### src/rtl/seg7_pkg.sv
// -----------------------------------------------------------------------------
// seg7_pkg
// Shared 7-segment definitions for the display digit decoders and the scan top.
//   SEG_OFF          : all segments dark, active-low form (gfedcba)
//   SEG_HEX_0..F     : glyph patterns for 0-9, A, b, C, d, E, F, active-low form
//   hex_to_seg()     : nibble -> active-low glyph pattern
// Bit order of every pattern: [0]=a [1]=b [2]=c [3]=d [4]=e [5]=f [6]=g.
// -----------------------------------------------------------------------------
package seg7_pkg;

   localparam logic [6:0] SEG_OFF   = 7'h7F;

   localparam logic [6:0] SEG_HEX_0 = 7'h40;
   localparam logic [6:0] SEG_HEX_1 = 7'h79;
   localparam logic [6:0] SEG_HEX_2 = 7'h24;
   localparam logic [6:0] SEG_HEX_3 = 7'h30;
   localparam logic [6:0] SEG_HEX_4 = 7'h19;
   localparam logic [6:0] SEG_HEX_5 = 7'h12;
   localparam logic [6:0] SEG_HEX_6 = 7'h02;
   localparam logic [6:0] SEG_HEX_7 = 7'h78;
   localparam logic [6:0] SEG_HEX_8 = 7'h00;
   localparam logic [6:0] SEG_HEX_9 = 7'h10;
   localparam logic [6:0] SEG_HEX_A = 7'h08;
   localparam logic [6:0] SEG_HEX_B = 7'h03;
   localparam logic [6:0] SEG_HEX_C = 7'h46;
   localparam logic [6:0] SEG_HEX_D = 7'h21;
   localparam logic [6:0] SEG_HEX_E = 7'h06;
   localparam logic [6:0] SEG_HEX_F = 7'h0E;

   // All 16 codes are covered. The up-front SEG_OFF assignment only matters
   // for an unknown nibble, which then decodes to a dark digit instead of X.
   function automatic logic [6:0] hex_to_seg(input logic [3:0] value);
      logic [6:0] pattern;
      pattern = SEG_OFF;
      case (value)
         4'h0: pattern = SEG_HEX_0;
         4'h1: pattern = SEG_HEX_1;
         4'h2: pattern = SEG_HEX_2;
         4'h3: pattern = SEG_HEX_3;
         4'h4: pattern = SEG_HEX_4;
         4'h5: pattern = SEG_HEX_5;
         4'h6: pattern = SEG_HEX_6;
         4'h7: pattern = SEG_HEX_7;
         4'h8: pattern = SEG_HEX_8;
         4'h9: pattern = SEG_HEX_9;
         4'hA: pattern = SEG_HEX_A;
         4'hB: pattern = SEG_HEX_B;
         4'hC: pattern = SEG_HEX_C;
         4'hD: pattern = SEG_HEX_D;
         4'hE: pattern = SEG_HEX_E;
         4'hF: pattern = SEG_HEX_F;
      endcase
      return pattern;
   endfunction

endpackage

### src/rtl/disp_num_hex_decoder_if.sv
// -----------------------------------------------------------------------------
// disp_num_hex_decoder_if
// Board-side bundle of the four-digit hex display.
//   sw  [15:0] : switch word, nibble i is shown on digit i
//   an  [3:0]  : digit anodes, one-hot-low (0 = digit enabled)
//   seg [6:0]  : shared segment bus, gfedcba
// master drives the switches and observes the display; slave is the display.
// -----------------------------------------------------------------------------
interface disp_num_hex_decoder_if;
   logic [15:0] sw;
   logic [3:0]  an;
   logic [6:0]  seg;

   modport master (output sw, input an, input seg);
   modport slave  (input sw, output an, output seg);
endinterface

### src/rtl/disp_num.sv
// -----------------------------------------------------------------------------
// disp_num
// Registered 4-bit hex to 7-segment decoder, one display digit.
//   num [3:0] : hex value to show
//   clk       : rising-edge clock
//   seg [6:0] : registered segment drive, gfedcba
//   rst       : synchronous active-high reset, forces all segments dark
// Port order is num, clk, seg, rst so that older positional 3-port instances
// still connect; rst last keeps such instances legal.
// SEG_ACTIVE_LOW = 1 drives a lit segment as 0; 0 inverts every output bit.
// -----------------------------------------------------------------------------
module disp_num #(
   parameter bit SEG_ACTIVE_LOW = 1'b1
) (
   input  logic [3:0] num,
   input  logic       clk,
   output logic [6:0] seg,
   input  logic       rst
);
   import seg7_pkg::*;

   // Package patterns are active-low; this mask flips them for active-high parts.
   localparam logic [6:0] POL_MASK = {7{!SEG_ACTIVE_LOW}};
   localparam logic [6:0] OFF_PAT  = SEG_OFF ^ POL_MASK;

   // The initial value makes the digit power up dark even if no reset is issued.
   logic [6:0] seg_reg = OFF_PAT;
   logic [6:0] seg_next;

   always_comb begin
      seg_next = hex_to_seg(num) ^ POL_MASK;
   end

   always_ff @(posedge clk) begin
      if (rst) begin
         seg_reg <= OFF_PAT;
      end else begin
         seg_reg <= seg_next;
      end
   end

   assign seg = seg_reg;

`ifndef SYNTHESIS
   // Previous-cycle copy of the inputs: whenever the last edge was not a reset
   // edge, the register must hold the decode of the nibble seen at that edge.
   logic       chk_valid_reg = 1'b0;
   logic [3:0] chk_num_reg   = 4'h0;

   always_ff @(posedge clk) begin
      chk_valid_reg <= !rst;
      chk_num_reg   <= num;
   end

   a_decode_latency: assert property (@(posedge clk)
      chk_valid_reg |-> (seg_reg == (hex_to_seg(chk_num_reg) ^ POL_MASK)));
`endif

endmodule

### src/rtl/disp_num_hex_decoder.sv
// -----------------------------------------------------------------------------
// disp_num_hex_decoder
// Four-digit multiplexed hex display. Each switch nibble feeds its own
// disp_num; a rotating one-hot-low anode selects which digit drives the
// shared segment bus.
//   clk  : rising-edge clock
//   rst  : synchronous active-high reset (digits dark, anode back to digit 0)
//   bus  : disp_num_hex_decoder_if.slave (sw in, an and seg out)
// SCAN_CYCLES sets how many clocks each digit stays enabled.
// -----------------------------------------------------------------------------
module disp_num_hex_decoder #(
   parameter bit SEG_ACTIVE_LOW = 1'b1,
   parameter int SCAN_CYCLES    = 50000
) (
   input  logic                   clk,
   input  logic                   rst,
   disp_num_hex_decoder_if.slave  bus
);
   import seg7_pkg::*;

   localparam int               CNT_W     = (SCAN_CYCLES > 1) ? $clog2(SCAN_CYCLES) : 1;
   localparam logic [CNT_W-1:0] SCAN_LAST = CNT_W'(SCAN_CYCLES - 1);

   logic [CNT_W-1:0] scan_cnt_reg = '0;
   logic [3:0]       an_reg       = 4'b1110;
   logic [6:0]       digit_seg [4];
   logic [6:0]       seg_bus;

   generate
      for (genvar gi = 0; gi < 4; gi++) begin : g_digit
         disp_num #(
            .SEG_ACTIVE_LOW (SEG_ACTIVE_LOW)
         ) u_disp_num (
            .num (bus.sw[4*gi +: 4]),
            .clk (clk),
            .seg (digit_seg[gi]),
            .rst (rst)
         );
      end
   endgenerate

   // Anode rotates 1110 -> 1101 -> 1011 -> 0111 -> 1110, one step per scan slot.
   always_ff @(posedge clk) begin
      if (rst) begin
         scan_cnt_reg <= '0;
         an_reg       <= 4'b1110;
      end else if (scan_cnt_reg == SCAN_LAST) begin
         scan_cnt_reg <= '0;
         an_reg       <= {an_reg[2:0], an_reg[3]};
      end else begin
         scan_cnt_reg <= scan_cnt_reg + 1'b1;
      end
   end

   // Disabled digits are forced to zero so the OR passes only the active one.
   // This works for either polarity because a dark inactive contribution is
   // never needed: only one digit is ever unmasked.
   always_comb begin
      seg_bus = '0;
      for (int i = 0; i < 4; i++) begin
         seg_bus = seg_bus | (digit_seg[i] & {7{!an_reg[i]}});
      end
   end

   assign bus.an  = an_reg;
   assign bus.seg = seg_bus;

endmodule

### src/flat_wrapper.sv
// flat-port wrapper written by rule: the top's interface ports become plain ports
module disp_num_hex_decoder_flat import seg7_pkg::*;
#(
   parameter bit SEG_ACTIVE_LOW = 1'b1,
   parameter int SCAN_CYCLES    = 50000
)
  (clk, rst, bus_sw, bus_an, bus_seg);
  disp_num_hex_decoder_if bus_i ();
  input  logic clk;
  input  logic rst;
  input wire logic [$bits(bus_i.sw)-1:0] bus_sw;
  output wire logic [$bits(bus_i.an)-1:0] bus_an;
  output wire logic [$bits(bus_i.seg)-1:0] bus_seg;
  assign bus_i.sw = bus_sw;
  assign bus_an = bus_i.an;
  assign bus_seg = bus_i.seg;
  disp_num_hex_decoder #(.SEG_ACTIVE_LOW(SEG_ACTIVE_LOW), .SCAN_CYCLES(SCAN_CYCLES)) u_core (.clk(clk), .rst(rst), .bus(bus_i));
endmodule
### config.mk
export PLATFORM = sky130hd
export DESIGN_NAME = disp_num_hex_decoder_flat
export DESIGN_NICKNAME = d
export VERILOG_FILES = /design/src/rtl/seg7_pkg.sv /design/src/rtl/disp_num_hex_decoder_if.sv /design/src/rtl/disp_num.sv /design/src/rtl/disp_num_hex_decoder.sv /design/src/flat_wrapper.sv
export SDC_FILE = /design/constraint.sdc
export NUM_CORES = 1
export LEC_CHECK = 0
export ABC_AREA = 0
export CAP_MARGIN = 10
export CORE_AREA = 2 2 100 102
export CTS_CLUSTER_SIZE = 20
export DETAILED_ROUTE_END_ITERATION = 6
export DIE_AREA = 0 0 102 104
export PLACE_DENSITY = 0.46
export SLEW_MARGIN = 10
export SYNTH_ARGS = -nofsm -noshare
export SYNTH_HDL_FRONTEND = slang
export SYNTH_SLANG_ARGS = --single-unit
### constraint.sdc
create_clock -name clk -period 1.6 [get_ports clk]
set_input_delay 0.16 -clock clk [delete_from_list [all_inputs] [get_ports clk]]
set_output_delay 0.16 -clock clk [all_outputs]
set_load 0.01 [all_outputs]
==> flow_summary.yaml <==
power:
  totalPowerFinal_mw: 2.67
  power.leakage_nw: 1.63
  maximum_vdd_drop_mv: 0.304
  power_density_mw_per_mm2: 713
floorplan:
  initial_core_util_pct: 29.4
  placeableCoreArea_mm2: 0.00955
  fp.dieH_um: 104
  design.die.area_mm2: 0.0106
  die_w_um: 102
  boundaryPins: 29
  row_count: 36
cells_and_area:
  final_layout_size_suffix_gt1_share_pct: 29.9
  nNetsFinal: 417
  synthToLayoutAreaGrowth_pct: 33.7
  postLayoutCellArea_mm2: 0.00375
  diodes: 0
  largest_reg_flops: 28
  final_cell_count_no_fill: 504
placement:
  placed_cell_area_mm2: 0.00356
  portBuffers: 28
  routabilityCongestion: 0.742
  placedCellCount: 496
  dp.final_hpwl_um: 4790
  pre_cts_slack_ps: -296
worst_setup_path:
  worstSetupStartpointType: "primary input"
  worst-endpoint-required_ps: 1800
  path_max_fanout: 3
  worstPathBufferInverterCount: 3
  end_kind: "register"
  critPathMostFrequentCell: "inv_1"
  timing_worst_setup_path_type: "in2reg"
  timing.critical_path.max_delay_family: "buffers and inverters"
  arrival_ps: 1750
  timing.critical_path.cells: "clkdlybuf4s50_1 > inv_1 > ha_4 > inv_1 > mux4_2 > or2_2"
  cp_slowest_stage_delay_ps: 480
  cp_slowest_cell: "clkdlybuf4s50_1"
synth:
  proportion_of_register_bits_with_asynchronous_set_or_reset_after_synthesis_pct: 0
  syn-instance-count: 297
  synth_most_common_cell: "dfxtp_1"
  synth_top_cells_by_count: "48 x dfxtp_1, 36 x nor2_1, 29 x ha_1, 22 x inv_1, 17 x nand2_1"
  ys_seq_area_share_pct: 34.3
  synth-warning-count: 0
  total_nets_after_synthesis: 344
  avgSynthCellArea_um2: 9.44
  yosys_top_cell_by_area: "dfxtp_1"
  edff_count_synth: 0
  post_synth_main_area_contributors: "dfxtp_1 34%, ha_1 13%, mux2i_1 5.0%, nor2_1 4.8%, xnor2_1 4.1%"
  synth.ff_latch_count: 48
  netlist-cell-type-count: 36
  post_synth_instance_area_mm2: 0.00280
  ys_dominant_reg_cell: "dfxtp_1"
  yosysTopAreaCellShare_pct: 34.3
routing:
  vias: 2219
  route.detailed.vias_per_inst: 4.40
  drc: 0
  drt_iter0_markers: 54
  detail_route.wirelength_um: 6320
  wl_per_cell_um: 12.5
  dr.pass1.iters: 4
  antenna_violating_nets_post_route: 0
timing:
  final_max_slew_viol_count: 0
  worst_clock_skew_ps: 5.24
  setup_viol: 0
  hold_ws_ps: 284
  period_share_pct: 96.8
  maximum_achievable_frequency_mhz: 645
  worstMarginPinSlew_ps: 289
  rsz_0062_raised_after_global_routing: "no"
  period_needed_ps: 1550
  timing.max_slew.rel_slack_pct: 80.7
  timing.final.hold_violations: 0
  layout_setup_ws_ps: 50.5
clock_network:
  cts-buffers-inserted: 5
  cts.clk_slew.worst_paths_ps: 90
  clock_insertion_delay_worst_skew_ps: 300
  cts.sink_count: 48
  cts_setup_buffers: 0
  clk_buf_depth: 2
  cts_tree: "built"
  cts_hold_repair.buffers: 0
  htree_num_levels: 2
  clk_tree_root_cell: "clkbuf_8"
grt:
  grt_use_total_pct: 12.5
  globalRouteOverflowTotal: 0
  antenna_violations_before_repair: 0
  grt_max_degree: 17
  first_global_vias: 2300
  grt_first_pass_wirelength_um: 10700
flow_run:
  drv_cap: 0
min_path:
  worst_hold_path_type: "in2reg"
run_status:
  status: "complete, no violations"
-- final timing paths --
kind	slack, ps	cells after the start	to	startpoint
setup / recovery	50	6	u_core.g_digit[0].u_disp_num.seg[3]	bus_sw[0]
hold reg to reg	490	1	u_core.bus.an[1]	u_core.bus.an[1]
setup reg to reg	170	4	u_core.bus.an[3]	u_core.scan_cnt_reg[0]
hold / removal	280	4	u_core.g_digit[3].u_disp_num.seg[1]	bus_sw[13]
-- layout make-up --
cell class / instances / area (µm²)
Clock inverter: 3 / 47.5
Fill cell: 998 / 5800
Sequential cell: 48 / 966
Clock buffer: 5 / 68.8
Multi-Input combinational cell: 213 / 1750
Timing Repair Buffer: 80 / 664
Inverter: 22 / 85.1
Tap cell: 133 / 166
-- cell usage in the layout (no fill, tap or decap), drive strengths merged, types with 10 or more instances in the layout --
master	Yosys	routed
buf	9	52
dfxtp	48	48
nor2	41	41
ha	29	29
inv	22	22
clkdlybuf4s50	0	20
nand2	17	17
mux2i	14	14
a22oi	14	14
xnor2	13	13
o21ai	12	12
a211o	10	10
-- power breakdown --
group / switching, mW / internal, mW
Sequential: 0.0262 / 1.26
Clock: 0.426 / 0.471
Combinational: 0.223 / 0.266
Total: 0.675 / 2.00
-- cells by family after synthesis --
family	Yosys count	synth area share [%]
buffers and inverters	36	5.62
AND/OR/NAND/NOR	94	18.9
adder cells (fa/ha/maj)	29	12.9
multiplexers	25	11.0
flip-flops	48	34.3
XOR/XNOR	16	5.00
AO/OA/AOI/OAI	49	12.2
-- metrics by stage --
stage / util, % / setup TNS (ps)
2_1_floorplan: - / 0
3_3_place_gp: 37.3 / -2240
3_5_place_dp: 37.3 / -2390
4_1_cts: 38.7 / 0
5_1_grt: 39.2 / 0
6_report: 39.2 / 0
-- worst register-to-register path, delay by kind of cell, from the launching register on --
family / cells / cell delay (ps)
and+or+nand+nor: 2 / 450
DFF: 1 / 340
AOI/OAI and AO/OA: 1 / 330
adders and majority gates: 1 / 210
-- metal layers --
metal,GRT usage (%),vias up,part of all wire (%)
met5,0,-,0
met4,3.43,0,1.1
met3,2.02,7,2.4
met2,20.1,34,47
met1,17.2,1001,49
li1,-,1177,-
-- what timing repair did --
item                       CTS  global route
gates cloned                 0             0
setup endpoints to repair    7             9
gates resized for setup     17            12
No activity file was read; power rests on OpenSTA's default activity.
